## config.mk

```make
export PLATFORM = sky130hd
export DESIGN_NAME = misr_compactor
export DESIGN_NICKNAME = d
export VERILOG_FILES = /design/src/rtl/misr_compactor.sv
export SDC_FILE = /design/constraint.sdc
export NUM_CORES = 1
export LEC_CHECK = 0
export ABC_AREA = 1
export CORE_MARGIN = 4
export CORE_UTILIZATION = 38
export DETAILED_ROUTE_END_ITERATION = 16
export PLACE_DENSITY = 0.63
export SKIP_CTS_REPAIR_TIMING = 1
export SYNTH_ARGS = -nofsm -noshare
export SYNTH_HDL_FRONTEND = slang
export SYNTH_SLANG_ARGS = --single-unit
```

## constraint.sdc

```tcl
create_clock -name clk -period 1.8 [get_ports clk]
set_clock_uncertainty 0.1 [all_clocks]
set_input_delay 0.36 -clock clk [delete_from_list [all_inputs] [get_ports clk]]
set_output_delay 0.36 -clock clk [all_outputs]
set_load 0.05 [all_outputs]
```

## src/rtl/misr_compactor.sv

```systemverilog
// Multiple-input signature register compactor for a two-output circuit under test.
// Folds i/j into a Galois-style LFSR signature for a fixed sample count and checks it against GOLDEN.
module misr_compactor #(
    parameter int               WIDTH        = 8,
    parameter logic [WIDTH-1:0] POLY         = 8'h1D,
    parameter int               NUM_PATTERNS = 8,
    parameter logic [WIDTH-1:0] GOLDEN       = 8'hE3
) (
    input  logic             clk,
    input  logic             rst,
    input  logic             start,
    input  logic [WIDTH-1:0] seed,
    input  logic             in_valid,
    input  logic             i,
    input  logic             j,
    output logic             busy,
    output logic             done,
    output logic             pass,
    output logic [WIDTH-1:0] signature,
    output logic [7:0]       count
);

    typedef enum logic [1:0] {
        IDLE    = 2'd0,
        COMPACT = 2'd1,
        DONE    = 2'd2
    } state_t;

    localparam logic [7:0] LAST = 8'(NUM_PATTERNS);

    state_t           state_q;
    state_t           state_d;
    logic [WIDTH-1:0] sig_q;
    logic [WIDTH-1:0] sig_d;
    logic [WIDTH-1:0] fold;
    logic [7:0]       cnt_q;
    logic [7:0]       cnt_d;
    logic [7:0]       cnt_inc;
    logic             pass_q;
    logic             pass_d;
    logic             busy_q;
    logic             done_q;

    // Shift with feedback, then fold the two response bits into the low end.
    always_comb begin
        fold = {sig_q[WIDTH-2:0], 1'b0}
             ^ (sig_q[WIDTH-1] ? POLY : '0)
             ^ {{(WIDTH-2){1'b0}}, j, i};
    end

    assign cnt_inc = cnt_q + 8'd1;

    always_comb begin
        state_d = state_q;
        sig_d   = sig_q;
        cnt_d   = cnt_q;
        pass_d  = pass_q;
        unique case (state_q)
            IDLE, DONE: begin
                if (start) begin
                    state_d = COMPACT;
                    sig_d   = seed;
                    cnt_d   = 8'd0;
                    pass_d  = 1'b0;
                end
            end
            COMPACT: begin
                if (in_valid) begin
                    sig_d = fold;
                    cnt_d = cnt_inc;
                    if (cnt_inc == LAST) begin
                        state_d = DONE;
                        pass_d  = (fold == GOLDEN);
                    end
                end
            end
            default: begin
                state_d = IDLE;
            end
        endcase
    end

    always_ff @(posedge clk) begin
        if (rst) begin
            state_q <= IDLE;
            sig_q   <= '0;
            cnt_q   <= 8'd0;
            pass_q  <= 1'b0;
            busy_q  <= 1'b0;
            done_q  <= 1'b0;
        end else begin
            state_q <= state_d;
            sig_q   <= sig_d;
            cnt_q   <= cnt_d;
            pass_q  <= pass_d;
            busy_q  <= (state_d == COMPACT);
            done_q  <= (state_d == DONE);
        end
    end

    assign busy      = busy_q;
    assign done      = done_q;
    assign pass      = pass_q;
    assign signature = sig_q;
    assign count     = cnt_q;

endmodule

```

Word-level counts from Yosys, hierarchy flattened
Index checks and enable logic that the tools add are counted.
Widths: inputs -> output; s select.
{"block": "totals", "word_cells": 38, "in_bits": 14, "register_bits": 21, "output_inout_bits": 19}
{"block": "classes", "n_mux": 15, "eq_ne": 9, "reduce_logical": 5, "addsub": 1, "bitwise_logic": 2}
{"op": "$mux 8", "count": 4}
{"op": "$pmux 8 s2", "count": 2}
{"op": "$add 8x1->8 const B", "count": 1}
{"op": "$eq 8x4->1 const B", "count": 1}
{"op": "$eq 8x8->1 const B", "count": 1}
{"op": "$xor 8x2->8", "count": 1}
{"op": "$xor 8x5->8", "count": 1}
{"op": "$mux 2", "count": 3}
{"op": "$ne 2x2->1 const B", "count": 3}
{"op": "$mux 5", "count": 1}
{"op": "$eq 2x1->1 const B", "count": 2}
{"op": "$eq 2x2->1 const B", "count": 2}
{"op": "$pmux 2 s2", "count": 1}
{"op": "$reduce_and 4->1", "count": 1}
{"op": "$mux 1", "count": 3}
{"op": "$reduce_and 3->1", "count": 1}
{"op": "$logic_not 2->1", "count": 1}
{"op": "$pmux 1 s2", "count": 1}
{"op": "$reduce_bool 2->1", "count": 1}
{"op": "$reduce_or 2->1", "count": 1}

Longest topological paths before layout
Gate-level depths: netlist of the first run.
{"block": "depth", "ltp_word": 7, "mapped_depth": 11, "mapped_depth_nobuf": 11}

Worst setup path after synthesis of the first run
Ideal clock, no wire load.
{"block": "synth_timing", "path_type": "reg-to-reg", "startpoint": "reg cnt_q[0] (netlist: count[0])", "endpoint": "reg pass_q (netlist: pass)", "t_required_ps": 1585, "period_less_slack_ps": 2015, "arrival_ps": 1800, "setup_time_ps": 115, "n_path_buf": 0, "setup_slack_ps": -215, "path_stages_with_launch": 11, "path_cell_list": "dfxtp_1 ha_1 nand3_1 o21ai_1 nand2_1 nor2_2 nand3_1 nand2_1 nand3_1 nand2_1 nor2_2"}
{"block": "synth_via", "elab_chain_len": 4}
{"element": "start: declaration", "line": "36", "text": "logic [7:0] cnt_q;"}
{"element": "start signal: assignment", "line": "94", "text": "cnt_q <= cnt_d;"}
{"element": "$add 8x1->8", "line": "51", "text": "assign cnt_inc = cnt_q + 8'd1;"}
{"element": "$eq 8x4->1", "line": "71", "text": "if (cnt_inc == LAST) begin"}
{"element": "$ne 2x2->1 (no line)"}
{"element": "$reduce_and 4->1 (no line)"}
{"element": "end signal: assignment", "line": "95", "text": "pass_q <= pass_d;"}
{"element": "end: declaration", "line": "39", "text": "logic pass_q;"}
Every way passes these cells.
A chain may end at the register's enable or synchronous reset.

Worst setup path in the final report of the first run
{"block": "layout_timing", "startpoint": "reg cnt_q[0] (netlist: count[0])", "endpoint": "reg state_q[0]"}
{"block": "layout_via", "elab_chain_len": 5}
{"element": "$add 8x1->8", "line": "51"}
{"element": "$eq 8x4->1", "line": "71"}
{"element": "$mux 2", "line": "71"}
{"element": "$mux 2", "line": "68", "text": "if (in_valid) begin"}
{"element": "$pmux 2 s2", "line": "58", "text": "unique case (state_q)"}
{"element": "end signal: assignment", "line": "92", "text": "state_q <= state_d;"}
{"element": "end: declaration", "line": "31", "text": "state_t state_q;"}
Every way passes these cells.

==> flow_summary.json, run 1 <==
{
  "vias": 1092,
  "io_buffers": 32,
  "fin_crit_sh_pct": 91.23,
  "drt-initial-drc-count": 23,
  "synthTopCellsByArea": "dfxtp_1, nand2_1, a21oi_1",
  "grt_max_degree": 20,
  "ys_types": 30,
  "max_freq_mhz": 609.0,
  "status": "finished, final reports clean",
  "clkSinkCount": 21,
  "yosysMostFrequentCell": "nand2_1",
  "final_util_pct": 54.48,
  "r2r_start": "count[0]",
  "synthFlopType": "dfxtp_1",
  "cts_root_buffer": "clkbuf_4",
  "setup_slack_ns": 0.1579,
  "ys_ff_latch": 21,
  "boundaryPins": 33,
  "synthArstFlopShare_pct": 0,
  "syn_nets": 168,
  "syn2layout_area_growth_pct": 34.70,
  "clockBufferDepth": 2,
  "antenna_cells": 0,
  "r2r_cells": 8,
  "grt.total_usage_pct": 14.08,
  "synth_top_area_share_pct": 37.37,
  "cts_made_buffers": 3,
  "grt_pass1_vias": 1026,
  "dp_hpwl_mm": 2.061,
  "rsz0062_at_grt": "true",
  "max-vdd-ir-drop_mv": 0.4539,
  "dieArea_um2": 3894,
  "startpoint_type": "flip-flop",
  "yosysSeqAreaShare_pct": 37.37,
  "finish.instance_area_um2": 1515,
  "hold-path-cell-count": 2,
  "worst_pin_slew_ns": 0.3446,
  "synth_top_area_cell": "dfxtp_1",
  "max_cap_violations": 0,
  "core-area_um2": 2781,
  "globalplace.congestion": 0.7989,
  "crit_fanout": 3,
  "grt_pass1_wl_mm": 4.664,
  "drc": 0,
  "r2r-end": "state_q[0]",
  "final_nets": 207,
  "path_clk_slew_ns": 0.12,
  "power_density_nw_per_um2": 699.5,
  "syn_avg_cell_area_um2": 7.400,
  "insertion_delay_ns": 0.30,
  "finalSetupViolCount": 0,
  "syn_area_um2": 1125,
  "cts_max_level": 1,
  "crit_end": "state_q[0]",
  "report.final.hold_viol_count": 0,
  "fin_tns_setup_ns": 0,
  "drt_first_pass_iters": 4,
  "leakage_nw": 0.6634,
  "rrSetupSlack_ns": 0.16,
  "die_x_um": 62.41,
  "yosys_warnings": 0,
  "via_per_inst": 4.941,
  "required_ns": 1.90,
  "startpoint": "count[0]",
  "hp-class": "reg -> reg",
  "start_util_pct": 40.44,
  "fin_crit_ns": 1.642,
  "routed_wl_mm": 2.654,
  "rows": 19,
  "synth-edff-count": 0,
  "dp_slack_ns": 0.08742,
  "drive_gt1_share_pct": 26.84,
  "endpoint_kind": "flip-flop",
  "placed_area_um2": 1463,
  "timing.final.max_slew_violations": 0,
  "die_h_um": 62.41,
  "post_drt_wl_per_cell_um": 12.01,
  "grt_overflow": 0,
  "synthCells": 152,
  "synthTopCellsByCount": "nand2_1, dfxtp_1, a21oi_1, inv_1, nand3_1",
  "slew-limit-headroom_pct": 76.99,
  "critPathArrivalTime_ns": 1.74,
  "antenna_found_initial": 0,
  "crit_type": "reg -> reg",
  "antenna_left": 0,
  "cts_tree": "built"
}
[cells by family after synthesis]
logic type,after synthesis,synth area share (%)
AO/OA/AOI/OAI,29,15.46
XOR/XNOR,7,5.451
adder cells (fa/ha/maj),2,2.224
buffers and inverters,20,8.119
flip-flops,21,37.37
AND/OR/NAND/NOR,73,31.37
[flip-flops by register name, summed over array words and instances, names as in the netlist]
name       flops
count          8
done           1
signature      8
busy           1
state_q        2
pass           1
[metal layers]
layer | track usage (%) | up-vias | share of wire (%)
met2 | 21.89 | 19 | 48
met4 | 3.183 | 0 | 0.64
met5 | 0 | - | 0
li1 | - | 576 | -
met1 | 19.85 | 495 | 47
met3 | 3.058 | 2 | 4.0
[worst max-delay path: stages, from the launching register on]
cell and delay [ns]:
dfxtp_2 0.35, ha_2 0.19, nand3_1 0.13, nand2_1 0.10
nand3_1 0.10, nor2_2 0.18, nand3_2 0.11, o21ai_1 0.18
a21oi_1 0.09
[cell type report]
class | instances | area, µm²
Fill cell | 280 | 1266
Multi-Input combinational cell | 111 | 630.6
Sequential cell | 21 | 427.9
Timing Repair Buffer | 37 | 322.8
Inverter | 17 | 68.82
Tap cell | 31 | 38.79
Clock buffer | 4 | 26.28
[stage by stage]
stage	power, W	hold slack, ns	instances
global placement	0.0008414	0.3930	216
finish	0.001060	0.4157	221
detailed placement	0.0008425	0.3965	216
floorplan	0.0007410	0.3291	152
CTS	0.001066	0.4149	220
global route	0.001124	0.4438	221
[how the worst min path moves through the flow]
stage | to | start
5_1_grt | count[7] | count[7]
6_report | count[7] | count[7]
2_1_floorplan | done | rst
3_3_place_gp | count[7] | count[7]
4_1_cts | count[7] | count[7]
3_5_place_dp | count[7] | count[7]
[cells in the final DEF, fill, tap and decap left out, drive strengths merged, types with 4 or more instances in the layout]
| cell | n |
|---|---|
| inv | 16 |
| o21ai | 8 |
| buf | 24 |
| xor2 | 4 |
| nand3 | 12 |
| clkbuf | 4 |
| a21oi | 12 |
| o211ai | 4 |
| dfxtp | 21 |
| nand2 | 44 |
| nor2 | 12 |
| clkdlybuf4s50 | 13 |
[report_power, final]
part | switching [W] | internal (W) | total, W
Sequential | 0.0000277 | 0.000492 | 0.000520
Combinational | 0.000197 | 0.000116 | 0.000313
Clock | 0.000141 | 0.0000862 | 0.000227
Total | 0.000365 | 0.000694 | 0.00106
Power figures use the tool's default switching activity.
==> inputs of run 2 (changes only) <==
==> constraint.sdc (replaced) <==
create_clock -name clk -period 1.8 [get_ports clk]
set_clock_uncertainty 0.1 [all_clocks]
set_input_delay 0.27 -clock clk [delete_from_list [all_inputs] [get_ports clk]]
set_output_delay 0.27 -clock clk [all_outputs]
set_load 0.05 [all_outputs]
==> flow_summary.json, run 2 (synthesis gave the netlist of run 1 again) <==
{
  "status": "finished, final reports clean",
  "critPathArrivalTime_ns": 1.73,
  "timing.final.max_slew_violations": 0,
  "required_ns": 1.89,
  "p_total_w": 0.001056,
  "drt_first_pass_iters": 4,
  "dp_hpwl_mm": 2.094,
  "seq_area_um2": 427.9,
  "worst_pin_slew_ns": 0.3267,
  "finalSetupViolCount": 0,
  "dp_slack_ns": 0.09332,
  "top_usage_layer": "met2",
  "cts_tree": "built",
  "insertion_delay_ns": 0.30,
  "layout_common_cells": "nand2_1, buf_4, dfxtp_1",
  "startpoint_type": "flip-flop",
  "cts_root_buffer": "clkbuf_4",
  "rows": 19,
  "rrSetupSlack_ns": 0.17,
  "fin_crit_sh_pct": 90.63,
  "clkSinkCount": 21,
  "grt_overflow": 0,
  "die_h_um": 62.41,
  "drive_gt1_share_pct": 25.93,
  "antenna_left": 0,
  "max_cap_violations": 0,
  "drc": 0,
  "fin_tns_setup_ns": 0,
  "start_util_pct": 40.44,
  "clockBufferDepth": 2,
  "grtUsageMet3_pct": 2.878,
  "io_buffers": 32,
  "hp-class": "reg -> reg",
  "dieArea_um2": 3894,
  "max_freq_mhz": 613.0,
  "grt_pass1_wl_mm": 4.540,
  "final_util_pct": 53.49,
  "endpoint_kind": "flip-flop",
  "grt_pass1_vias": 1046,
  "grt_max_degree": 20,
  "cts_max_level": 1,
  "drt-initial-drc-count": 48,
  "final_nets": 206,
  "report.final.hold_viol_count": 0,
  "antenna_cells": 0,
  "die_x_um": 62.41,
  "power_density_nw_per_um2": 709.6,
  "layout_commonest_cell": "nand2_1",
  "antenna_found_initial": 0,
  "max-vdd-ir-drop_mv": 0.6337,
  "crit_fanout": 6,
  "crit_type": "reg -> reg",
  "routed_wl_mm": 2.672,
  "grt.total_usage_pct": 13.82,
  "syn2layout_area_growth_pct": 32.26,
  "core-area_um2": 2781,
  "globalplace.congestion": 0.8529,
  "rsz0062_at_grt": "false",
  "via_per_inst": 4.991,
  "n_fill_cell": 286,
  "fin_crit_ns": 1.631,
  "leakage_nw": 0.6560,
  "vias": 1098,
  "multi_input_area_um2": 623.1,
  "cts_made_buffers": 3,
  "boundaryPins": 33,
  "setup_slack_ns": 0.1687,
  "grtUsageMet1_pct": 17.42,
  "slew-limit-headroom_pct": 78.06,
  "post_drt_wl_per_cell_um": 12.15,
  "path_clk_slew_ns": 0.12,
  "grt_util_met2_pct": 22.93
}
run 2: cell types whose count changed in the layout (fill, tap and decap cells not counted):
cell	change
buf_12	-1
nor2_1	+1
nor2_4	-1
run 2: cell type report:
type	instances	share of cell area, %
Inverter	17	4.626
Clock buffer	4	1.766
Sequential cell	21	28.76
Timing Repair Buffer	36	20.35
Tap cell	31	2.607
Multi-Input combinational cell	111	41.88
run 2: path summary, 6_finish.rpt:
kind	startpoint	end	cells after the start
worst max register to register	count[0]	busy	10
worst min register to register	count[7]	count[7]	2
worst max-delay path	count[0]	busy	10
worst min-delay path	count[7]	count[7]	2
run 2: worst max-delay path, stage by stage, from the launching register on:
cell,delay (ns)
dfxtp_2,0.35
buf_4,0.13
nand2_1,0.06
nor2_2,0.15
nand2_1,0.07
nand2_1,0.05
nand2_1,0.08
nor2_2,0.16
nand3_2,0.10
o21ai_1,0.18
a21oi_1,0.08
run 2: power by group:
part | internal [W] | switching [W]
clock network | 0.0000863 | 0.000141
registers | 0.000492 | 0.0000273
logic | 0.000111 | 0.000198
run 2: layer usage:
metal	vias up	wire, µm
li1	576	-
met1	500	1270
met2	18	1270
met3	4	108
met4	0	23
met5	-	0
run 2: through the flow:
stage	cells	area, µm²	hold slack [ns]
floorplan	152	1131	0.2391
global placement	216	1450	0.3937
global route	220	1488	0.4285
finish	220	1488	0.4118
CTS	220	1476	0.4210
detailed placement	216	1450	0.4034
